===== src/rtl/controle_displays_pkg.sv =====
// Shared types and constants for the display sequencer.
package controle_displays_pkg;
  typedef enum logic [1:0] {IDLE, CONV, DONE} estado_t;

  localparam logic [3:0] BLANK_DIGIT = 4'hF;
  localparam int         MAX_VALOR   = 9999;
  localparam int         N_DIGITS    = 4;
endpackage


===== src/rtl/ajuste_bcd.sv =====
// Double-dabble correction step: add 3 to a BCD nibble when it is 5 or more.
module ajuste_bcd (
  input  logic [3:0] d,
  output logic [3:0] q
);
  assign q = (d >= 4'd5) ? d + 4'd3 : d;
endmodule


===== src/rtl/controle_displays.sv =====
// Binary-to-BCD sequencer feeding the four-digit seven-segment decoder.
// Optional leading-zero blanking is enabled with `define LEADING_ZERO_BLANK_EN.
module controle_displays
  import controle_displays_pkg::*;
#(
  parameter int WIDTH = 14
) (
  input  logic             clock,
  input  logic             reset,
  input  logic [WIDTH-1:0] valor,
  input  logic             in_valid,
  output logic             in_ready,
  output logic [3:0]       milhar,
  output logic [3:0]       centena,
  output logic [3:0]       dezena,
  output logic [3:0]       unidade,
  output logic             ovf,
  output logic             out_valid
);
  localparam int CW = $clog2(WIDTH + 1);

`ifdef LEADING_ZERO_BLANK_EN
  localparam logic [3:0] RST_HI = BLANK_DIGIT;
`else
  localparam logic [3:0] RST_HI = 4'h0;
`endif

  estado_t state, state_next;

  logic [WIDTH-1:0]                sreg;
  logic [15:0]                     acc;
  logic [15:0]                     acc_adj;
  logic [16:0]                     shifted;
  logic [CW-1:0]                   cnt;
  logic                            ovf_pend;
  logic                            last;
  logic [N_DIGITS-1:0][3:0]        dig_new;

  for (genvar g = 0; g < N_DIGITS; g++) begin : g_aj
    ajuste_bcd u_aj (.d(acc[4*g +: 4]), .q(acc_adj[4*g +: 4]));
  end

  assign shifted = {acc_adj, sreg[WIDTH-1]};
  assign last    = (cnt == CW'(WIDTH - 1));

  always_ff @(posedge clock) begin
    if (reset) state <= IDLE;
    else       state <= state_next;
  end

  always_comb begin
    state_next = state;
    case (state)
      IDLE:    if (in_valid) state_next = CONV;
      CONV:    if (last) state_next = DONE;
      DONE:    state_next = IDLE;
      default: state_next = IDLE;
    endcase
  end

  assign in_ready  = (state == IDLE);
  assign out_valid = (state == DONE);

  // Digits as they will be written on the CONV->DONE edge.
  always_comb begin
    dig_new = shifted[15:0];
    if (ovf_pend) begin
      dig_new = {N_DIGITS{BLANK_DIGIT}};
    end else begin
`ifdef LEADING_ZERO_BLANK_EN
      if (dig_new[3] == 4'h0) dig_new[3] = BLANK_DIGIT;
      if (dig_new[2] == 4'h0 && dig_new[3] == BLANK_DIGIT) dig_new[2] = BLANK_DIGIT;
      if (dig_new[1] == 4'h0 && dig_new[2] == BLANK_DIGIT) dig_new[1] = BLANK_DIGIT;
`endif
    end
  end

  always_ff @(posedge clock) begin
    if (reset) begin
      sreg     <= '0;
      acc      <= '0;
      cnt      <= '0;
      ovf_pend <= 1'b0;
      milhar   <= RST_HI;
      centena  <= RST_HI;
      dezena   <= RST_HI;
      unidade  <= 4'h0;
      ovf      <= 1'b0;
    end else begin
      case (state)
        IDLE: if (in_valid) begin
          sreg     <= valor;
          acc      <= '0;
          cnt      <= '0;
          ovf_pend <= (32'(valor) > 32'(MAX_VALOR));
        end
        CONV: begin
          acc  <= shifted[15:0];
          sreg <= {sreg[WIDTH-2:0], 1'b0};
          cnt  <= cnt + CW'(1);
          // A carry out of the top nibble only happens for values already flagged.
          ovf_pend <= ovf_pend | shifted[16];
          if (last) begin
            milhar  <= dig_new[3];
            centena <= dig_new[2];
            dezena  <= dig_new[1];
            unidade <= dig_new[0];
            ovf     <= ovf_pend;
          end
        end
        default: ;
      endcase
    end
  end
endmodule


===== config.mk =====
export PLATFORM = sky130hd
export DESIGN_NAME = controle_displays
export DESIGN_NICKNAME = d
export VERILOG_FILES = /design/src/rtl/controle_displays_pkg.sv /design/src/rtl/ajuste_bcd.sv /design/src/rtl/controle_displays.sv
export SDC_FILE = /design/constraint.sdc
export NUM_CORES = 1
export LEC_CHECK = 0
export BUFFER_PORTS_ARGS = -buffer_cell sky130_fd_sc_hd__buf_2
export CAP_MARGIN = 20
export CORE_UTILIZATION = 61
export DETAILED_ROUTE_END_ITERATION = 7
export GPL_TIMING_DRIVEN = 0
export PLACE_DENSITY = 0.84
export SLEW_MARGIN = 20
export SYNTH_ARGS = -nofsm -noshare
export SYNTH_HDL_FRONTEND = slang
export SYNTH_SLANG_ARGS = --single-unit

===== constraint.sdc =====
create_clock -name clock -period 3.7 [get_ports clock]
set_input_delay 0.37 -clock clock [delete_from_list [all_inputs] [get_ports clock]]
set_output_delay 0.37 -clock clock [all_outputs]
set_load 0.005 [all_outputs]

# Yosys cells after proc, flatten, opt, wreduce, memory -nomap -nowiden
# Cells that the tools add are included.
dict set report word_totals {
  elab_cells 47
  regBits 54
}
dict set report classes {
  n_eq_ne 5
  muxes 16
  reduce_logical 5
  n_lt_le_gt_ge 5
  bitwise_logic 1
  n_addsub 5
}
# cell n
set ops {}
lappend ops {{two-way mux 16 bit} 2}
lappend ops {{one-hot mux 16 bit (2 select lines)} 1}
lappend ops {{one-hot mux 14 bit (2 select lines)} 1}
lappend ops {{two-way mux 4 bit} 5}
lappend ops {{adder 4 x 2 -> 4 bit, second input constant} 4}
lappend ops {{>= comparator 4 x 3 -> 1 bit, second input constant} 4}
lappend ops {{> comparator 14 bit, second input constant} 1}
lappend ops {{two-way mux 14 bit} 1}
lappend ops {{one-hot mux 4 bit (2 select lines)} 1}
lappend ops {{AND reduction 2 bit} 3}
lappend ops {{adder 4 x 1 -> 4 bit, second input constant} 1}
lappend ops {{equality test 4 bit, second input constant} 1}
lappend ops {{two-way mux 2 bit} 2}
lappend ops {{inequality test 2 bit, second input constant} 2}
lappend ops {{one-hot mux 2 bit (2 select lines)} 1}
lappend ops {{equality test 2 x 1 -> 1 bit, second input constant} 1}
lappend ops {{equality test 2 bit, second input constant} 1}
lappend ops {{logical NOT 2 bit} 1}
lappend ops {{one-hot mux 1 bit (2 select lines)} 1}
lappend ops {{nonzero test 2 bit} 1}
lappend ops {{two-way mux 1 bit} 1}
lappend ops {{bitwise OR 1 bit} 1}

# Depth between registers and ports, before layout
dict set report logic_depth {
  depth_word 4
  depth_mapped 7
  mapped_depth_nobuf 6
}

# Cells and area by module
# Synthesis repeated with hierarchy kept, for this count alone.
dict set report unflattened {
  hier_cells 344
  hier_area_um2 2735.1
}
# module seq_area_each_um2 cells_per_inst area_per_inst_um2 instances
set by_module_without_submodules {}
lappend by_module_without_submodules {controle_displays 1081.0 280 2329.7 1}
lappend by_module_without_submodules {ajuste_bcd 0.0 16 101.3 4}

# Worst setup path after synthesis
# OpenSTA, ideal clock, no wires.
dict set report synth_timing {
  kind {flip-flop to flip-flop}
  startpoint {reg acc[13]}
  endpoint {reg milhar[2]}
  arrival_time_ns 1.451
  period_less_slack_ns 1.537
  path_buffers 0
  setup_slack_ns 2.163
  stages_incl_launch_ff 7
  required_ns 3.614
  path_cell_list {dfxtp_1 -> inv_1 -> ha_1 -> nand2b_1 -> a21oi_1 -> mux2_2 -> a211oi_1}
}
dict set report synth_via {
  elab_chain_cells 3
  word_cells_on_any_way 4
  classes_between {add/sub: 1; order compare: 1; mux: 2}
}
# item line_no
set synth_lines {}
lappend synth_lines {{start, declared} controle_displays.sv:31} ;# logic [15:0] acc;
lappend synth_lines {{start signal, assigned} controle_displays.sv:98} ;# acc <= shifted[15:0];
lappend synth_lines {{adder 4 x 2 -> 4 bit / >= comparator 4 x 3 -> 1 bit (equally long branches)} ajuste_bcd.sv:6} ;# assign q = (d >= 4'd5) ? d + 4'd3 : d;
lappend synth_lines {{two-way mux 4 bit (*)} ajuste_bcd.sv:6}
lappend synth_lines {{two-way mux 16 bit (*)} controle_displays.sv:67} ;# if (ovf_pend) begin
lappend synth_lines {{end signal, assigned} controle_displays.sv:104} ;# milhar <= dig_new[3];
lappend synth_lines {{end, declared} controle_displays.sv:13} ;# output logic [3:0] milhar,
# Mark *: on every way between the ends. The rest lies on a longest branch, timed or not.
# A chain may end at the register's enable or synchronous reset.

# Worst setup path after layout
dict set report layout_timing {
  startpoint {reg state[0]}
  endpoint {out out_valid}
}
dict set report layout_via {
  elab_chain_cells 1
}
# item line_no
set layout_lines {}
lappend layout_lines {{start, declared} controle_displays.sv:28} ;# estado_t state, state_next;
lappend layout_lines {{start signal, assigned} controle_displays.sv:48} ;# else state <= state_next;
lappend layout_lines {{equality test 2 bit} controle_displays.sv:62} ;# assign out_valid = (state == DONE);
lappend layout_lines {{end, declared} controle_displays.sv:18} ;# output logic out_valid
# Every way passes these cells.

==> results_dict.tcl <==
set metrics [dict create \
    fin_ws_ns 1.66 \
    path_max_fanout 10 \
    post_cts_buffers 0 \
    cts_max_path_buffers 2 \
    hold_viol 0 \
    fin_nets 398 \
    fin_crit_ns 2.04 \
    drv_cap 0 \
    worst_setup_path_end_kind "output port" \
    top_layer "met4" \
    min_from "ovf$_SDFFE_PP0P_" \
    power_frac_seq_pct 56.8 \
    cpMostUsedCell "buf_2" \
    clk_pin_slew_ns 0.10 \
    status "finished clean" \
    tightest_slew_ns 0.665 \
    grt_pass1_wl_um 10400 \
    cp_slowest_stage_delay_ns 0.46 \
    r2r_end "dezena[1]$_SDFFE_PP0P_" \
    antenna_found_initial 0 \
    cts_tree "built" \
    p_leak_nw 1.18 \
    insertion_delay_ns 0.32 \
    firstDrtPassIters 5 \
    reg2reg_depth 5 \
    syn_to_final_growth_pct 12.2 \
    r2r_slack_ns 1.84 \
    synth_edf_count 0 \
    met3WireLength_um 355 \
    whs_path_depth 2 \
    drive_above_1_share_pct 18.3 \
    die_area_sq_um 4660 \
    synthCells 331 \
    coreArea_sq_um 4120 \
    start_util_pct 65.1 \
    p_per_area_nw_per_um2 357 \
    crit_required_ns 3.33 \
    antenna_cells 0 \
    die_w_um 68.3 \
    r2r-start "cnt[0]$_SDFFE_PP0P_" \
    fin_setup_tns_ns 0 \
    synth-main-ff-cell "dfxtp_1" \
    critical_path_arrival_ns 1.67 \
    max_freq_mhz 491 \
    cts_hold_buffers 0 \
    grt.overflow.total 0 \
    io_pins 36 \
    whs_endpoint "ovf$_SDFFE_PP0P_" \
    drv_slew 0 \
    postRouteAntennaNets 0 \
    multi_input_area_sq_um 1410 \
    period_share_pct 55.0 \
    critPathSlowestCell "buf_1" \
    routedWlPerCell_um 15.5 \
    p_sw_mw 0.283 \
    wl_um 6530 \
    fin_worst_skew_ns 0.00681 \
    p_clk_share_pct 33.6 \
    regArea_sq_um 1080 \
    finalSetupViolations 0 \
    ys_types 34 \
    start_kind "flop" \
    pre_cts_slack_ns 1.86 \
    grt_max_degree 18 \
    power_frac_comb_pct 9.6 \
    rsz0062_at_grt "false" \
    syn_area_per_cell_sq_um 8.09 \
    synth-seq-cells 54 \
    drt_first_iter_violations 175 \
    num_vias 2513 \
    grt_pass1_vias 2283 \
    port_buffers 33 \
    internal_power_mw 0.790 \
    ir_drop_v 0.000211 \
    synthArstFlopShare_pct 0 \
    num_rows 23 \
    critPathKind "flop to output port" \
    via_per_inst 5.95 \
    cts-root-buf "clkbuf_8" \
    ys_warn_count 0 \
    clock-sinks 54 \
    cts_made_buffers 5 \
    drc_errors 0 \
    htreeDepth 2 \
    power_switching_share_pct 26.4 \
    cp_cell_sequence "buf_2 -> buf_1 -> nor2b_1 -> buf_2" \
    die_h_um 68.3 \
    ys_seq_area_share_pct 40.4 \
    min_path_type "flop to flop" \
    dp_hpwl_um 4580 \
    synth_nets 358 \
    final_area_sq_um 3000 \
    wl_met2_um 3140 \
    routedLengthMet1_um 2930 \
    postCtsResizedCells 0 \
    netlist_area_sq_um 2680 \
    track_usage_pct 30.6 \
    post-route-util_pct 73.0 \
    place_congestion 0.829 \
    placed_cell_area_sq_um 2910 \
    n_fill_cell 341 \
    slew_headroom_pct 55.5 \
]
-- stage by stage --
stage	total power, mW	instances	hold WS [ns]
floorplan	0.688	331	0.453
global placement	0.718	414	0.446
detailed placement	0.722	414	0.448
global route	1.10	422	0.490
CTS	1.07	422	0.467
finish	1.07	422	0.469
-- registers in the layout (all words and copies together) (netlist names) --
signal    count
acc          16
centena       4
state         2
sreg         14
dezena        4
ovf_pend      1
ovf           1
cnt           4
unidade       4
milhar        4
-- synthesized netlist by cell type (9+ instances only) --
cell type	n	share of area, %
o21ai_0	20	3.7
nand2_1	9	1.3
dfxtp_1	54	40
inv_1	17	2.4
nand2b_1	9	2.1
a21oi_1	31	5.8
a211oi_1	9	2.5
nor2_1	68	9.5
nand3b_1	9	2.5
nor3_1	14	2.6
clkbuf_1	9	1.3
ha_1	10	4.7
-- kinds of logic (layout without fill, tap and decap cells) --
logic type      after synthesis  after routing  synth area share (%)
xor+xnor                      4              4                  1.31
flops                        54             54                  40.4
fa+ha+maj                    10             10                  4.67
mux                           6              6                  2.52
buf+inv                      40             81                  6.96
simple gates                134            134                  24.3
compound gates               83             83                  19.9
-- power by group through the flow --
stage               clock [mW]  combinational [mW]  sequential [mW]
floorplan                    0              0.0690            0.619
global placement             0              0.0969            0.621
detailed placement           0              0.0996            0.622
CTS                      0.360               0.101            0.609
global route             0.382               0.112            0.611
finish                   0.361               0.103            0.609
-- metal layers --
layer	track usage (%)	up-vias
met5	0	-
met4	9.11	0
met3	6.83	10
met2	53.3	81
met1	37.2	1201
li1	-	1221
-- worst max-delay path, delay by kind of cell (launching register included) --
family                 cells  cell delay [ns]
DFF                        1             0.40
and+or+nand+nor            1             0.09
buffers and inverters      3             0.86
-- final cells by class --
cell class              instances  share of cell area [%]
multi-input cells             237                    46.9
flip-flops and latches         54                    36.0
repair buffers                 33                    5.50
plain buffers                  23                    4.08
clock buffers                   6                    2.75
inverters                      17                    2.12
well taps                      50                    2.08
clock inverters                 2                   0.541
-- worst max-delay path by stage --
stage	from	to	slack [ns]	cells past startpoint
finish	state[0]$_SDFFE_PP0P_	out_valid	1.66	4
global placement	cnt[0]$_SDFFE_PP0P_	dezena[2]$_SDFFE_PP0P_	1.90	5
detailed placement	cnt[0]$_SDFFE_PP0P_	dezena[1]$_SDFFE_PP0P_	1.86	5
CTS	state[0]$_SDFFE_PP0P_	out_valid	1.68	4
global route	state[0]$_SDFFE_PP0P_	in_ready	1.61	4
floorplan	acc[13]$_SDFFE_PP0P_	milhar[2]$_SDFFE_PP0P_	2.16	6
-- layout by cell type (no fill, tap or decap) --
| cell type | count |
|---|---|
| nor2_1 | 68 |
| dfxtp_1 | 54 |
| buf_2 | 41 |
| a21oi_1 | 31 |
| o21ai_0 | 20 |
| inv_1 | 17 |
| nor3_1 | 14 |
| ha_1 | 10 |
| clkbuf_1 | 9 |
| nand2b_1 | 9 |
| a211oi_1 | 9 |
| nand2_1 | 9 |
| nand3b_1 | 9 |
| a22oi_1 | 8 |
| nor2b_1 | 7 |
| mux2_2 | 6 |
| a2111oi_0 | 6 |
| o221a_2 | 6 |
| clkbuf_8 | 6 |
| nor4_1 | 4 |
| xnor2_1 | 4 |
| buf_6 | 3 |
| nand3_1 | 3 |
| nor3b_1 | 3 |
| and2_1 | 3 |
| buf_1 | 2 |
| nand2b_4 | 1 |
| or2_1 | 1 |
| nor2_2 | 1 |
| buf_4 | 1 |
| o21bai_2 | 1 |
| nor4bb_1 | 1 |
| a221oi_1 | 1 |
| a211o_1 | 1 |
| or2_0 | 1 |
| clkinvlp_4 | 1 |
| inv_6 | 1 |
(Power assumes the default switching activity.)
